### config.mk
export PLATFORM = sky130hd
export DESIGN_NAME = inst_fetch_unit
export DESIGN_NICKNAME = d
export VERILOG_FILES = /design/src/rtl/inst_fetch_unit.sv
export SDC_FILE = /design/constraint.sdc
export NUM_CORES = 1
export LEC_CHECK = 0
export CAP_MARGIN = 0
export CORE_MARGIN = 4
export CORE_UTILIZATION = 55
export DETAILED_ROUTE_END_ITERATION = 10
export PLACE_DENSITY = 0.95
export SKIP_LAST_GASP = 1
export SYNTH_ARGS = -nofsm -noshare
export SYNTH_HDL_FRONTEND = slang
export SYNTH_SLANG_ARGS = --single-unit
### constraint.sdc
create_clock -name clk -period 14.8 [get_ports clk]
set_input_delay 2.96 -clock clk [delete_from_list [all_inputs] [get_ports clk]]
set_output_delay 2.96 -clock clk [all_outputs]
set_load 0.005 [all_outputs]
### src/rtl/inst_fetch_unit.sv
// Instruction fetch unit: owns the PC, reads InstMemory combinationally and
// buffers {pc, inst} pairs in a small FIFO that feeds decode over valid/ready.
// Branch redirects flush the buffer and reload the PC; halt stops new fetches
// while already buffered entries keep draining.
module inst_fetch_unit #(
  parameter logic [31:0] RESET_VECTOR = 32'h0,
  parameter int          PC_STEP      = 4,
  parameter int          DEPTH        = 2
) (
  input  logic        clk,
  input  logic        rst_n,
  output logic [31:0] pc,
  input  logic [31:0] inst,
  output logic [31:0] if_inst,
  output logic [31:0] if_pc,
  output logic        if_valid,
  input  logic        id_ready,
  input  logic        branch_taken,
  input  logic [31:0] branch_target,
  input  logic        halt,
  output logic        fetch_misalign
);

  localparam int AW = $clog2(DEPTH);
  localparam int CW = $clog2(DEPTH + 1);

  logic [31:0]   pc_reg;
  logic [CW-1:0] count_reg;
  logic [AW-1:0] rd_ptr_reg;
  logic [AW-1:0] wr_ptr_reg;
  logic [31:0]   hold_pc_reg;
  logic [31:0]   hold_inst_reg;
  logic          misalign_reg;

  logic [31:0]   mem_pc   [DEPTH];
  logic [31:0]   mem_inst [DEPTH];

  logic          not_empty;
  logic          pop;
  logic          fetch;
  logic [CW-1:0] count_next;

  // Handshake and fetch decisions; a redirect masks both push and pop.
  always_comb begin
    not_empty = (count_reg != '0);
    if_valid  = not_empty & ~branch_taken;
    pop       = if_valid & id_ready;
    fetch     = ~halt & ~branch_taken & ((count_reg < CW'(DEPTH)) | pop);
  end

  // Head of the FIFO, or the last value shown once the FIFO is empty.
  always_comb begin
    if (not_empty) begin
      if_pc   = mem_pc[rd_ptr_reg];
      if_inst = mem_inst[rd_ptr_reg];
    end else begin
      if_pc   = hold_pc_reg;
      if_inst = hold_inst_reg;
    end
  end

  // Occupancy after this cycle's push/pop; simultaneous push and pop cancel.
  always_comb begin
    count_next = count_reg;
    case ({fetch, pop})
      2'b10:   count_next = count_reg + CW'(1);
      2'b01:   count_next = count_reg - CW'(1);
      default: count_next = count_reg;
    endcase
  end

  // Control state: PC, pointers, occupancy, redirect handling.
  always_ff @(posedge clk or negedge rst_n) begin
    if (!rst_n) begin
      pc_reg        <= RESET_VECTOR;
      count_reg     <= '0;
      rd_ptr_reg    <= '0;
      wr_ptr_reg    <= '0;
      hold_pc_reg   <= '0;
      hold_inst_reg <= '0;
      misalign_reg  <= 1'b0;
    end else begin
      hold_pc_reg   <= if_pc;
      hold_inst_reg <= if_inst;
      if (branch_taken) begin
        pc_reg       <= {branch_target[31:2], 2'b00};
        count_reg    <= '0;
        rd_ptr_reg   <= '0;
        wr_ptr_reg   <= '0;
        misalign_reg <= (branch_target[1:0] != 2'b00);
      end else begin
        misalign_reg <= 1'b0;
        count_reg    <= count_next;
        if (fetch) begin
          pc_reg     <= pc_reg + 32'(PC_STEP);
          wr_ptr_reg <= wr_ptr_reg + AW'(1);
        end
        if (pop) begin
          rd_ptr_reg <= rd_ptr_reg + AW'(1);
        end
      end
    end
  end

  // FIFO storage; contents are only meaningful under count_reg, so no reset.
  always_ff @(posedge clk) begin
    if (fetch) begin
      mem_pc[wr_ptr_reg]   <= pc_reg;
      mem_inst[wr_ptr_reg] <= inst;
    end
  end

  assign pc             = pc_reg;
  assign fetch_misalign = misalign_reg;

endmodule

**After elaboration in Yosys (flattened, before gate mapping)**

Memory sizes are Yosys's and may differ from the RTL's.
Cells that the tools add are included.

- Flip-flop bits (word level): 101
- Bits in writable memories: 128
- Output and inout port bits: 98
- Logic and storage cells: 42
- Memories kept: 2

- Add/subtract/negate cells: 5
- Order comparisons: 1
- Equal/unequal tests: 2
- Mux-type cells: 13
- Bitwise logic cells: 7
- Reduce and logical (&&, ||, !) cells: 5

Memories:

| memory | depth | width | read ports | clocked after memory_dff | wr ports | RTL line | source |
|---|---|---|---|---|---|---|---|
| mem_inst | 2 | 32 | 1 | 0 | 1 | 36 | `logic [31:0] mem_inst [DEPTH];` |
| mem_pc | 2 | 32 | 1 | 0 | 1 | 35 | `logic [31:0] mem_pc [DEPTH];` |

Operators with widths:

| kind | count |
|---|---|
| $mux 32 | 4 |
| $add 32x3->32 const B | 1 |
| $reduce_bool 2->1 | 4 |
| $mux 1 | 7 |
| $and 1x1->1 | 4 |
| $pmux 2 s2 | 1 |
| $reduce_bool 3->1 | 1 |
| $add 1x1->1 const B | 2 |
| $add 2x1->2 const B | 1 |
| $eq 2x1->1 const B | 1 |
| $eq 2x2->1 const B | 1 |
| $lt 2x2->1 const B | 1 |
| $mux 2 | 1 |
| $not 1->1 | 2 |
| $sub 2x1->2 const B | 1 |
| $or 1x1->1 | 1 |

**Depth between registers and ports, before layout**

- Depth after elaboration: 8
- Depth in mapped cells: 6
- Gate-level depth less buffers: 6

**Worst setup path before layout**

No wires, ideal clock.

- Path kind: input-to-reg
- From: input port branch_taken
- To: memory mem_inst[1][0] (enable)
- Setup time: 0.657 ns
- Arrival: 9.649 ns
- Path slack: 4.494 ns
- Stages: 2
- Cell sequence: clkbuf_1 nor4b_1

- Longest elaborated chain between the ends: 7

Ends and longest elaborated chain:

| item | RTL line | source |
|---|---|---|
| start: declaration | 18 | `input logic branch_taken,` |
| $not 1->1 (*) | 46, 48 |  |
| $and 1x1->1 | 46 | `if_valid = not_empty & ~branch_taken;` |
| $and 1x1->1 | 47 | `pop = if_valid & id_ready;` |
| $or 1x1->1 | 48 | `fetch = ~halt & ~branch_taken & ((count_reg < CW'(DEPTH)) \| pop);` |
| $and 1x1->1 (*) | 48 |  |
| $mux 1 (*) | 107 | `if (fetch) begin` |
| $mux 1 (implied by the code) (*) | 109 | `mem_inst[wr_ptr_reg] <= inst;` |
| end: declaration | 36 |  |

Mark *: on every way between the ends. The rest lies on a longest branch, timed or not.

**Worst setup path after layout**

- From: input port branch_taken
- To: output port if_valid

- Longest elaborated chain between the ends: 2

Ends and longest elaborated chain:

| item | RTL line | source |
|---|---|---|
| $not 1->1 | 46 |  |
| $and 1x1->1 | 46 |  |
| end: declaration | 16 | `output logic if_valid,` |

Every way passes these cells.

==> summary.md <==
| Metric | Value |
|---|---|
| Starting Density | `56.3%` |
| Post-Syn Area | `8590 um2` |
| Asr flop ratio synth | `44.4%` |
| CP startpoint kind | `primary input` |
| Grt ovf | `0` |
| Power, Total | `1.52 mW` |
| GR Layer Usage met2 | `35.9%` |
| Syn Inst Count | `615` |
| Place WS | `7720 ps` |
| Post-route cell area | `11100 um2` |
| Detail Route Antenna Nets | `0` |
| Most common cell in the synthesized netlist | `edfxtp_1` |
| M3 GR Usage | `2.97%` |
| CP required | `11840 ps` |
| Worst Path Max Fanout | `65` |
| Worst hold path type | `reg2reg` |
| Layout filler cell count | `934` |
| Top-area cell type share of the netlist area | `43.3%` |
| Critical Path AT | `4120 ps` |
| Synth cell count leaders | `124 x edfxtp_1, 100 x nand2_1, 99 x dfrtp_1` |
| VDD IR-drop max | `0.0792 mV` |
| Post-route setup slack | `7720 ps` |
| Area Overhead vs Synth | `29.6%` |
| CTS tree | `built` |
| PwrDens | `137 nW/um2` |
| H-tree Lvls | `1` |
| Status | `complete, no violations` |
| Leading registers by flop count | `mem_inst (64), mem_pc (60)` |
| Max-slew violation count | `0` |
| Top FF cell, synth | `edfxtp_1` |
| Vias in the first global route | `5639` |
| Core area | `15300 um2` |
| Ports | `167` |
| Postcts setup bufs | `0` |
| Yosys top cell by area | `edfxtp_1` |
| Fin. Hold Viols | `0` |
| Busiest grt layer | `met2` |
| CTS max path bufs | `3` |
| GRT Overall Usage | `20.7%` |
| Root Buffer | `clkbuf_16` |
| EDFF count, synth | `124` |
| Worst-skew pair later-pin latency | `480 ps` |
| Die ar. | `17700 um2` |
| Largest net degree at the start of global routing | `93` |
| Setup Crit Path Kind | `in2out` |
| Final setup viols | `0` |
| CTS resizes | `0` |
| Register area share after synthesis | `72.2%` |
| Hold_buf cts | `0` |
| Post-place instance area | `10400 um2` |
| Top reg by flops | `mem_inst` |
| Leak | `4.14 nW` |
| TritonCTS Buffers | `22` |
| Final net count | `848` |
| Distinct cells, synth | `35` |
| CP endpoint kind | `output port` |
| Initial antenna violation count | `0` |
| Setup TNS | `0 ps` |
| Max Cap Viol | `0` |
| Syn. warnings | `0` |
| Drt pass-1 iters | `5` |
| First-pass GRT wire length | `29400 um` |
| WL/cell | `18.3 um` |
| Final Cycle Share | `47.8%` |
| RSZ-0062 raised after global routing | `no` |
| Final Skew | `6.60 ps` |
| Initial DRC count | `345` |
| Syn Area/Cell | `14.0 um2` |
| IO Port Bufs | `164` |
| Grt met1 use | `27.6%` |
| Layout cell share with drive strength beyond 1 | `7.05%` |
| Via density | `5.36` |
| Vias | `5383` |
| Antenna diodes | `0` |
| Max Fclk | `141 MHz` |
| Period minus WS final | `7080 ps` |
| Routability cong. | `0.786` |
| CTS sink cnt | `223` |
| Largest cells by area after synthesis | `edfxtp_1 43%, dfrtp_1 29%, mux2i_1 7.5%` |
| Post-route DRC | `0` |
| #FFs+latches synth | `223` |
| Slew of the pin with the lowest slew margin | `1140 ps` |
| Hold slack | `491 ps` |
| Max reg flops | `64` |
| Clk pin slew, worst setup/hold paths | `60 ps` |
| Die Wd | `133 um` |
| Die height | `133 um` |
| Dpl hpwl | `11900 um` |
| Max-slew headroom | `24.0%` |
| Row count | `45` |
| Final WL | `18400 um` |
-- worst paths after layout --
check	slack, ps	end	cells after the start	from
worst max register to register	12380	hold_pc_reg[14]	3	count_reg[0]
worst min-delay path	490	hold_pc_reg[12]	2	hold_pc_reg[12]
worst max-delay path	7720	if_valid	4	branch_taken
worst min register to register	490	hold_pc_reg[12]	2	hold_pc_reg[12]
max in group asynchronous	11160	hold_inst_reg[14]	2	rst_n
min in group asynchronous	2480	hold_inst_reg[23]	1	rst_n
-- power breakdown --
group | internal, mW | switching [mW]
Combinational | 0.127 | 0.0989
Sequential | 0.724 | 0.0388
Clock | 0.319 | 0.216
Total | 1.17 | 0.354
-- cells in the final DEF (no fill, tap or decap), types with 5 or more instances in the layout --
cell type | netlist | final
mux2i_1 | 64 | 64
and2_1 | 7 | 7
edfxtp_1 | 124 | 124
xor2_1 | 15 | 15
nand4_1 | 15 | 15
nor2_1 | 7 | 6
buf_4 | 2 | 9
nor3_1 | 5 | 5
xnor2_1 | 16 | 16
and4_1 | 5 | 5
o21ai_0 | 87 | 87
clkbuf_16 | 0 | 23
nand2_1 | 100 | 100
dfrtp_1 | 99 | 98
nand3_1 | 6 | 6
clkdlybuf4s50_1 | 0 | 162
clkbuf_1 | 26 | 8
-- area by class of cell --
type	count	area, um2	share of cell area, %
clock inverter	6	56.3	0.505
tap	211	264	2.37
multi-input combinational	356	2260	20.3
inverter	3	11.3	0.101
sequential	223	6200	55.7
clock buffer	34	647	5.81
timing repair buffer	172	1690	15.2
-- routing by layer --
metal	vias up	part of all wire, %
met4	0	1.7
li1	2533	-
met1	2652	42
met2	175	52
met5	-	0
met3	23	5.0
-- stage by stage --
stage          std cells  util, %
6_report            1005     73.0
5_1_grt             1005     73.0
4_1_cts             1005     73.0
3_5_place_dp         965     68.4
3_3_place_gp         965     68.4
2_1_floorplan        616        -
-- cell families (layout without fill, tap and decap cells) --
group                    count (synthesis)  in the layout  share of synthesized area (%)
AO/OA/AOI/OAI                           95             95                           5.61
XOR/XNOR                                31             31                           3.16
adder cells (fa/ha/maj)                  1              1                          0.146
buffers and inverters                   37            215                           1.79
flip-flops                             223            223                           72.2
multiplexers                            67             67                           7.85
other                                    1              2                         0.0436
AND/OR/NAND/NOR                        160            160                           9.25
-- critical path: stages --
cell             delay (ps)
buf_2                    70
buf_4                   500
nor2_1                  100
clkdlybuf4s50_1         470
Note: power is estimated with default switching activity, not from simulation.
